[config.mk]
export PLATFORM = sky130hd
export DESIGN_NAME = tlc_light_sequencer_flat
export DESIGN_NICKNAME = d
export VERILOG_FILES = /design/src/rtl/tlc_pkg.sv /design/src/rtl/tlc_light_sequencer_if.sv /design/src/rtl/tlc_clear_cnt.sv /design/src/rtl/tlc_light_sequencer.sv /design/src/flat_wrapper.sv
export SDC_FILE = /design/constraint.sdc
export NUM_CORES = 1
export LEC_CHECK = 0
export ABC_AREA = 0
export CORE_MARGIN = 3
export CORE_UTILIZATION = 49
export DETAILED_ROUTE_END_ITERATION = 6
export PLACE_DENSITY = 0.81
export SLEW_MARGIN = 10
export SYNTH_ARGS = -nofsm -noshare
export SYNTH_HDL_FRONTEND = slang
export SYNTH_SLANG_ARGS = --single-unit
export TNS_END_PERCENT = 1
[constraint.sdc]
create_clock -name clk -period 2.8 [get_ports clk]
set_input_delay 0.56 -clock clk [delete_from_list [all_inputs] [get_ports clk]]
set_output_delay 0.56 -clock clk [all_outputs]
set_load 0.005 [all_outputs]
[src/rtl/tlc_pkg.sv]
// Shared types and constants for the traffic light controller.
// Light encoding, phase/state codes and all-red clearance bounds.
package tlc_pkg;

  localparam logic [1:0] RED    = 2'b00;
  localparam logic [1:0] YELLOW = 2'b01;
  localparam logic [1:0] GREEN  = 2'b10;

  localparam int unsigned ALL_RED_MIN = 1;
  localparam int unsigned ALL_RED_MAX = 15;
  localparam int unsigned CLR_W       = 4;
  localparam int unsigned PHASE_W     = 3;

  typedef enum logic [PHASE_W-1:0] {
    PH_HG  = 3'd0,
    PH_HY  = 3'd1,
    PH_FG  = 3'd2,
    PH_FY  = 3'd3,
    PH_AR1 = 3'd4,
    PH_AR2 = 3'd5
  } phase_e;

  typedef struct packed {
    logic [1:0] hwy;
    logic [1:0] farm;
  } heads_t;

  // Light heads shown while in a given phase; clearance phases are all-red.
  function automatic heads_t heads_of(input phase_e ph);
    heads_t h;
    h.hwy  = RED;
    h.farm = RED;
    case (ph)
      PH_HG:   h.hwy  = GREEN;
      PH_HY:   h.hwy  = YELLOW;
      PH_FG:   h.farm = GREEN;
      PH_FY:   h.farm = YELLOW;
      default: ;
    endcase
    return h;
  endfunction

endpackage

[src/rtl/tlc_light_sequencer_if.sv]
// Timer, sensor and light-head signals of the phase sequencer.
// slave: the sequencer; master: the timer/sensor/head side.
interface tlc_light_sequencer_if #(
  parameter int unsigned CNT_W = 8
);
  logic             car_detected;
  logic             long_to;
  logic             short_to;
  logic             tmr_restart;
  logic [1:0]       hwy_light;
  logic [1:0]       farm_light;
  logic [2:0]       phase;
  logic [CNT_W-1:0] farm_cycles;

  modport slave (
    input  car_detected, long_to, short_to,
    output tmr_restart, hwy_light, farm_light, phase, farm_cycles
  );

  modport master (
    output car_detected, long_to, short_to,
    input  tmr_restart, hwy_light, farm_light, phase, farm_cycles
  );
endinterface

[src/rtl/tlc_clear_cnt.sv]
// All-red clearance down-counter: load a length, done is high during the
// last cycle of the interval.
module tlc_clear_cnt
  import tlc_pkg::*;
(
  input  logic             clk,
  input  logic             rst_n,
  input  logic             load,
  input  logic             en,
  input  logic [CLR_W-1:0] load_val,
  output logic             done
);

  logic [CLR_W-1:0] cnt;

  // done is registered: it rises when the count steps down to one.
  always_ff @(posedge clk or negedge rst_n) begin
    if (!rst_n) begin
      cnt  <= '0;
      done <= 1'b0;
    end else if (load) begin
      cnt  <= load_val;
      done <= (load_val == CLR_W'(1));
    end else if (en) begin
      if (cnt != '0) cnt <= cnt - CLR_W'(1);
      done <= (cnt == CLR_W'(2));
    end
  end

endmodule

[src/rtl/tlc_light_sequencer.sv]
// Highway/farm-road phase sequencer driven by the interval timer pulses.
// Optional all-red clearance phases enabled by macro TLC_ALL_RED_EN.
module tlc_light_sequencer
  import tlc_pkg::*;
#(
  parameter int unsigned ALL_RED_CYC = 3,
  parameter int unsigned CNT_W       = 8
) (
  input logic                  clk,
  input logic                  rst_n,
  tlc_light_sequencer_if.slave bus
);

  if (ALL_RED_CYC < ALL_RED_MIN || ALL_RED_CYC > ALL_RED_MAX) begin : g_bad_cfg
    $error("tlc_light_sequencer: ALL_RED_CYC out of range");
  end

  phase_e state;
  phase_e state_nxt;
  logic   restart_nxt;
  logic   farm_inc_c;
  heads_t heads_nxt;

`ifdef TLC_ALL_RED_EN
  logic clr_load_c;
  logic clr_done;

  tlc_clear_cnt u_clear_cnt (
    .clk      (clk),
    .rst_n    (rst_n),
    .load     (clr_load_c),
    .en       (state == PH_AR1 || state == PH_AR2),
    .load_val (CLR_W'(ALL_RED_CYC)),
    .done     (clr_done)
  );
`endif

  always_ff @(posedge clk or negedge rst_n) begin
    if (!rst_n) state <= PH_HG;
    else        state <= state_nxt;
  end

  // Next phase; every pulse seen during the restart cycle is stale.
  always_comb begin
    state_nxt   = state;
    restart_nxt = 1'b0;
    farm_inc_c  = 1'b0;
`ifdef TLC_ALL_RED_EN
    clr_load_c  = 1'b0;
`endif
    if (!bus.tmr_restart) begin
      case (state)
        PH_HG: if (bus.long_to && bus.car_detected) begin
          state_nxt   = PH_HY;
          restart_nxt = 1'b1;
        end
        PH_HY: if (bus.short_to) begin
`ifdef TLC_ALL_RED_EN
          state_nxt   = PH_AR1;
          clr_load_c  = 1'b1;
`else
          state_nxt   = PH_FG;
          restart_nxt = 1'b1;
`endif
        end
        PH_FG: if (bus.long_to || !bus.car_detected) begin
          state_nxt   = PH_FY;
          restart_nxt = 1'b1;
        end
        PH_FY: if (bus.short_to) begin
`ifdef TLC_ALL_RED_EN
          state_nxt   = PH_AR2;
          clr_load_c  = 1'b1;
`else
          state_nxt   = PH_HG;
          restart_nxt = 1'b1;
          farm_inc_c  = 1'b1;
`endif
        end
`ifdef TLC_ALL_RED_EN
        PH_AR1: if (clr_done) begin
          state_nxt   = PH_FG;
          restart_nxt = 1'b1;
        end
        PH_AR2: if (clr_done) begin
          state_nxt   = PH_HG;
          restart_nxt = 1'b1;
          farm_inc_c  = 1'b1;
        end
`endif
        default: state_nxt = PH_HG;
      endcase
    end
    heads_nxt = heads_of(state_nxt);
  end

  // Registered outputs, all updated together with the state register.
  always_ff @(posedge clk or negedge rst_n) begin
    if (!rst_n) begin
      bus.tmr_restart <= 1'b0;
      bus.hwy_light   <= GREEN;
      bus.farm_light  <= RED;
      bus.farm_cycles <= '0;
    end else begin
      bus.tmr_restart <= restart_nxt;
      bus.hwy_light   <= heads_nxt.hwy;
      bus.farm_light  <= heads_nxt.farm;
      if (farm_inc_c) bus.farm_cycles <= bus.farm_cycles + CNT_W'(1);
    end
  end

  assign bus.phase = state;

endmodule

[src/flat_wrapper.sv]
// flat-port wrapper written by rule: the top's interface ports become plain ports
module tlc_light_sequencer_flat import tlc_pkg::*;
#(
  parameter int unsigned ALL_RED_CYC = 3,
  parameter int unsigned CNT_W       = 8
)
  (clk, rst_n, bus_car_detected, bus_long_to, bus_short_to, bus_tmr_restart, bus_hwy_light, bus_farm_light, bus_phase, bus_farm_cycles);
  tlc_light_sequencer_if #(.CNT_W(CNT_W)) bus_i ();
  input logic clk;
  input logic rst_n;
  input wire logic [$bits(bus_i.car_detected)-1:0] bus_car_detected;
  input wire logic [$bits(bus_i.long_to)-1:0] bus_long_to;
  input wire logic [$bits(bus_i.short_to)-1:0] bus_short_to;
  output wire logic [$bits(bus_i.tmr_restart)-1:0] bus_tmr_restart;
  output wire logic [$bits(bus_i.hwy_light)-1:0] bus_hwy_light;
  output wire logic [$bits(bus_i.farm_light)-1:0] bus_farm_light;
  output wire logic [$bits(bus_i.phase)-1:0] bus_phase;
  output wire logic [$bits(bus_i.farm_cycles)-1:0] bus_farm_cycles;
  assign bus_i.car_detected = bus_car_detected;
  assign bus_i.long_to = bus_long_to;
  assign bus_i.short_to = bus_short_to;
  assign bus_tmr_restart = bus_i.tmr_restart;
  assign bus_hwy_light = bus_i.hwy_light;
  assign bus_farm_light = bus_i.farm_light;
  assign bus_phase = bus_i.phase;
  assign bus_farm_cycles = bus_i.farm_cycles;
  tlc_light_sequencer #(.ALL_RED_CYC(ALL_RED_CYC), .CNT_W(CNT_W)) u_core (.clk(clk), .rst_n(rst_n), .bus(bus_i));
endmodule
Word level (Yosys, flattened, before mapping)
Index checks and enable logic that the tools add are counted.
Cells by class
  add/sub/neg operators: 1
  equality and inequality tests: 6
  mux-type cells: 15
  reductions and logical operators: 6
Operators with widths (number)
  two-way mux 3 bit: 5
  == test 3 x 2 -> 1 bit, second input constant: 4
  one-hot mux 3 bit (4 select lines): 1
  adder 8 x 1 -> 8 bit, second input constant: 1
  one-hot mux 2 bit (2 select lines): 2
  == test 3 x 1 -> 1 bit, second input constant: 2
  zero test 3 bit: 2
  two-way mux 1 bit: 6
  one-hot mux 1 bit (3 select lines): 1
  OR reduction 2 bit: 1
  logical AND 1 bit: 1
  zero test 1 bit: 1
  logical OR 1 bit: 1
Storage, ports and cells
  flip-flop bits (word level): 16
  bits of input ports: 5
  output and inout port bits: 16
  word-level logic and storage cells: 33

Depth between registers and ports, before layout
  depth after elaboration: 7
  mapped depth: 4
  depth with buffers taken out: 4

Worst setup path after synthesis
OpenSTA, ideal clock, no wires.
  kind: register to register
  start point: reg u_core.state[2] (netlist: u_core.bus.phase[2])
  end point: reg u_core.bus.farm_cycles[1]
  setup time: 0.125 ns
  arrival time: 1.183 ns
  required time: 2.675 ns
  path slack: 1.492 ns
  stages on the path, launching flop included: 5
  path buffers: 1
  clock period less this slack: 1.308 ns
  cells stage by stage: dfrtp_1 -> buf_6 -> and4bb_4 -> nand2_4 -> mux2_4
Between the ends
  cells in the longest elaborated chain, start to end: 3
Ends and longest elaborated chain
  start: declaration: RTL line tlc_light_sequencer.sv:18  | phase_e state;
  start signal: assignment: RTL line tlc_light_sequencer.sv:40  | else state <= state_nxt;
  == test 3 x 2 -> 1 bit: RTL line tlc_light_sequencer.sv:52  | case (state)
  two-way mux 1 bit: RTL line tlc_light_sequencer.sv:52
  two-way mux 1 bit: RTL line tlc_light_sequencer.sv:51  | if (!bus.tmr_restart) begin
  end signal: assignment: RTL line tlc_light_sequencer.sv:108  | if (farm_inc_c) bus.farm_cycles <= bus.farm_cycles + CNT_W'(1);
  end: declaration: RTL line tlc_light_sequencer_if.sv:17  | output tmr_restart, hwy_light, farm_light, phase, farm_cycles
Every way passes these cells.
A chain may end at the register's enable or synchronous reset.

Final worst setup path
  start point: reg u_core.state[1] (netlist: u_core.bus.phase[1])
  end point: out bus_phase[1]
RTL lines
  end: declaration: RTL line flat_wrapper.sv:17  | output wire logic [$bits(bus_i.phase)-1:0] bus_phase;
No word-level cell between the ends.

==> results <==
- The via count is 548.
- In this run the most critical hold path is launched from u_core.bus.farm_cycles[7]$_DFFE_PN0P_.
- The number of buffer and inverter instances along the worst setup path is 1.
- After synthesis, the cell types taking the most area are sky130_fd_sc_hd__dfrtp_1, sky130_fd_sc_hd__xnor2_1, sky130_fd_sc_hd__dfstp_2.
- The async set-or-reset flop fraction in the synthesized netlist is 100%.
- The reg-to-reg startpoint is u_core.bus.tmr_restart$_DFF_PN0_.
- CTS built an H-tree with a depth of 1.
- The synthesized area per cell is 11.8 um2.
- Summed over all nets, the switching power comes to 0.301 mW.
- The master of the slowest instance on the critical path is sky130_fd_sc_hd__dfrtp_1.
- The arrival time reported for the critical path endpoint is 1.43 ns.
- In this run the worst hold path is classified as register to register.
- Walking the worst path, the cells encountered are clkdlybuf4s50_1.
- The global-route usage over all layers is 17.5%.
- The register bit count reported by yosys is 16.
- The fmax is 503 MHz.
- The TritonCTS buffer count is 3.
- Setup violations remaining at the end of the flow were counted as 0.
- The core region area is 1380 um2.
- For this run, the leading register cell type out of synthesis is sky130_fd_sc_hd__dfrtp_1.
- The number of library cell types mapped by synthesis is 34.
- In this run the tightest slew margin relative to its limit is 52.4%.
- The total count of hold-check failures in the final report is 0.
- Dividing the detail-routed wire length by the instance count gives 15.4 um.
- The hold path endpoint is u_core.bus.farm_cycles[7]$_DFFE_PN0P_.
- The global-route wire length before repair is 2500 um.
- The share of total power in the clock network is 16.7%.
- Using the TritonRoute via totals, the vias-per-cell ratio works out to 5.48.
- The most common cell in the netlist is sky130_fd_sc_hd__dfrtp_1.
- The HPWL after detailed placement is 1140 um.
- Per report_power, the combinational group accounts for 38.8% of the total.
- The number of top-level design ports is 21.
- The kind of end point of the critical path is an output pin.
- The total detailed-routing wirelength is 1540 um.
- The count of cells along the worst hold path is 1.
- The mapped netlist covers 767 um2.
- The synthesized netlist net count is 71.
- The sequential fraction of the synthesis area is 52.4%.
- The layout has 100 filler cells.
- Clock-pin slew was measured on the worst setup and hold paths at 0.09 ns.
- The cell count of the worst reg-to-reg path is 3.
- The total of max-cap violations is 0.
- Post-CTS timing repair inserted 0 buffers for setup.
- The overall overflow remaining after global route is 0.
- The remaining routing DRC violations is 0.
- The fraction of final layout cells with drive strength greater than 1 is 11.8%.
- At the later pin of the worst-skew pair, clock insertion delay measures 0.28 ns.
- The peak supply drop is 0.559 mV.
- Entering global routing, the biggest net connects 17 pins.
- The count of buffers added on input and output ports is 20.
- The flow ran to the end, and the final reports show no timing, DRC or antenna violations.
- For this design, the sink count on the clock tree is 16.
- The die covers 2080 um2.
- The total of cells resized after clock tree synthesis is 0.
- The die is 45.6 um wide.
- The maximum fanout along the worst path is 10.
- The net count reported at finish is 92.
- Yosys printed 0 warnings.
- The worst path meets setup with 0.813 ns of slack.
- The worst setup path is launched from a register.
- The number of max-slew violations in the final report was 0.
- The number of placement rows is 13.
- Setup repair after global routing left no endpoint under its margin.
- The initial antenna violation count is 0.
- The first detailed-routing pass ran for 4 iterations.
- The final worst-path cycle share is 71.0%.
- Counting every instance in the synthesized netlist gives 65.
- The final RePlAce weighted congestion is 0.704.
- The terminus of the critical flop-to-flop path is u_core.bus.farm_cycles[1]$_DFFE_PN0P_.
- The post-cts hold buffer count is 0.
- Clock tree synthesis selected as its root buffer the cell sky130_fd_sc_hd__clkbuf_4.
- TritonCTS built the clock tree.
- The maximum clock insertion buffer count is 2.
- In this run the power density over the cells is 920 nW/um2.
- The repair_antennas step left the layout with diodes totalling 0.
- The initial utilization of the core area, before any placement, comes to 55.5%.
- For this run, the slowest stage of the critical path takes 0.57 ns.
- The setup slack on the worst flop-to-flop path is 1.37 ns.
- The number of global-route vias before repair is 550.
- The leading area contributor after synthesis is sky130_fd_sc_hd__dfrtp_1.
- The data required time of the critical path is 2.24 ns.
- The residual antenna-violating net count after detailed routing is 0.
- The actual transition at the worst max-transition pin is 0.712 ns.
- Across the routed clock network, the largest skew measured is 0.00158 ns.
- By count the netlist is led by sky130_fd_sc_hd__dfrtp_1, sky130_fd_sc_hd__xnor2_1, sky130_fd_sc_hd__nor2_1.
- Before CTS, the worst setup slack after placement is 0.887 ns.
- The family with the most delay on the worst path is flip-flops.
- The static leakage power is 0.432 nW.
- The count of flip-flops with a built-in enable after synthesis is 0.
- The internal portion of the total power is 0.610 mW.
- The sequential power share is 44.5%.
- Subtracting the final worst setup slack from the clock period gives 1.99 ns.
- The number of design-rule violations left by the first detailed-router iteration is 14.
- The critical path is of the register to output pin type.
- The die is 45.6 um tall.
- The aggregate negative setup slack is 0 ns.
- The share of the synthesized area in the top cell type is 48.9%.
- In this run switching power makes up 33.0% of total power.
- Power comes to 0.911 mW.
- Relative to the synthesized area, the layout overhead comes to 29.2%.
-- area by class of cell --
cell class	instances	area, um2	share of cell area [%]
multi-input combinational	43	327	33.0
timing repair buffer	20	200	20.2
clock buffer	4	36.3	3.66
tap	15	18.8	1.89
inverter	2	7.51	0.758
sequential	16	402	40.5
-- sequential cells by signal (all words and copies together) (netlist names) --
name,flops
u_core.bus.phase,3
u_core.bus.farm_light,2
u_core.bus.farm_cycles,8
u_core.bus.tmr_restart,1
u_core.bus.hwy_light,2
-- placed cells by master, fill, tap and decap left out, types with 2 or more instances in the layout --
cell type                          n
sky130_fd_sc_hd__clkdlybuf4s50_1  20
sky130_fd_sc_hd__dfrtp_1          15
sky130_fd_sc_hd__xnor2_1           5
sky130_fd_sc_hd__nor2_1            4
sky130_fd_sc_hd__nand2_1           3
sky130_fd_sc_hd__clkbuf_4          3
sky130_fd_sc_hd__inv_1             2
sky130_fd_sc_hd__o2111a_1          2
sky130_fd_sc_hd__o21a_1            2
sky130_fd_sc_hd__and3_1            2
sky130_fd_sc_hd__nand3_1           2
sky130_fd_sc_hd__xor2_1            2
sky130_fd_sc_hd__nand4_1           2
-- cell families after synthesis --
| kind of cell | synth area share (%) |
|---|---|
| AO/OA/AOI/OAI | 11.1 |
| XOR/XNOR | 7.99 |
| adder cells (fa/ha/maj) | 1.63 |
| buffers and inverters | 5.06 |
| flip-flops | 52.4 |
| multiplexers | 3.26 |
| AND/OR/NAND/NOR | 18.6 |
-- metrics by stage --
step	cell area [um2]	std cells	hold WS (ns)	util, %
after floorplan	767	65	0.264	-
after global placement	955	96	0.466	69.0
after detailed placement	955	96	0.474	69.0
after CTS	991	100	0.488	71.7
after global routing	991	100	0.528	71.7
final	991	100	0.481	71.7
-- power groups by stage --
stage / clock network (mW) / registers [mW] / logic (mW)
floorplan: 0 / 0.365 / 0.223
global placement: 0 / 0.404 / 0.340
detailed placement: 0 / 0.408 / 0.356
CTS: 0.156 / 0.405 / 0.359
global route: 0.168 / 0.421 / 0.388
finish: 0.152 / 0.406 / 0.354
-- worst max-delay path by stage --
stage	startpoint	slack, ns	to	cells after the start
2_1_floorplan	u_core.bus.phase[2]$_DFF_PN0_	1.49	u_core.bus.farm_cycles[1]$_DFFE_PN0P_	4
3_3_place_gp	bus_short_to	0.92	u_core.bus.farm_cycles[1]$_DFFE_PN0P_	4
3_5_place_dp	bus_short_to	0.89	u_core.bus.farm_cycles[1]$_DFFE_PN0P_	4
4_1_cts	u_core.bus.tmr_restart$_DFF_PN0_	0.80	bus_tmr_restart	1
5_1_grt	u_core.bus.tmr_restart$_DFF_PN0_	0.74	bus_tmr_restart	1
6_report	u_core.bus.phase[1]$_DFF_PN0_	0.81	bus_phase[1]	1
-- routing by layer --
layer  vias up  wire, um  GRT usage (%)
li1        272         -              -
met1       258       694           21.5
met2        16       762           28.7
met3         2        77           5.14
met4         0        10           6.43
met5         -         0              0
No activity file was read; power rests on OpenSTA's default activity.
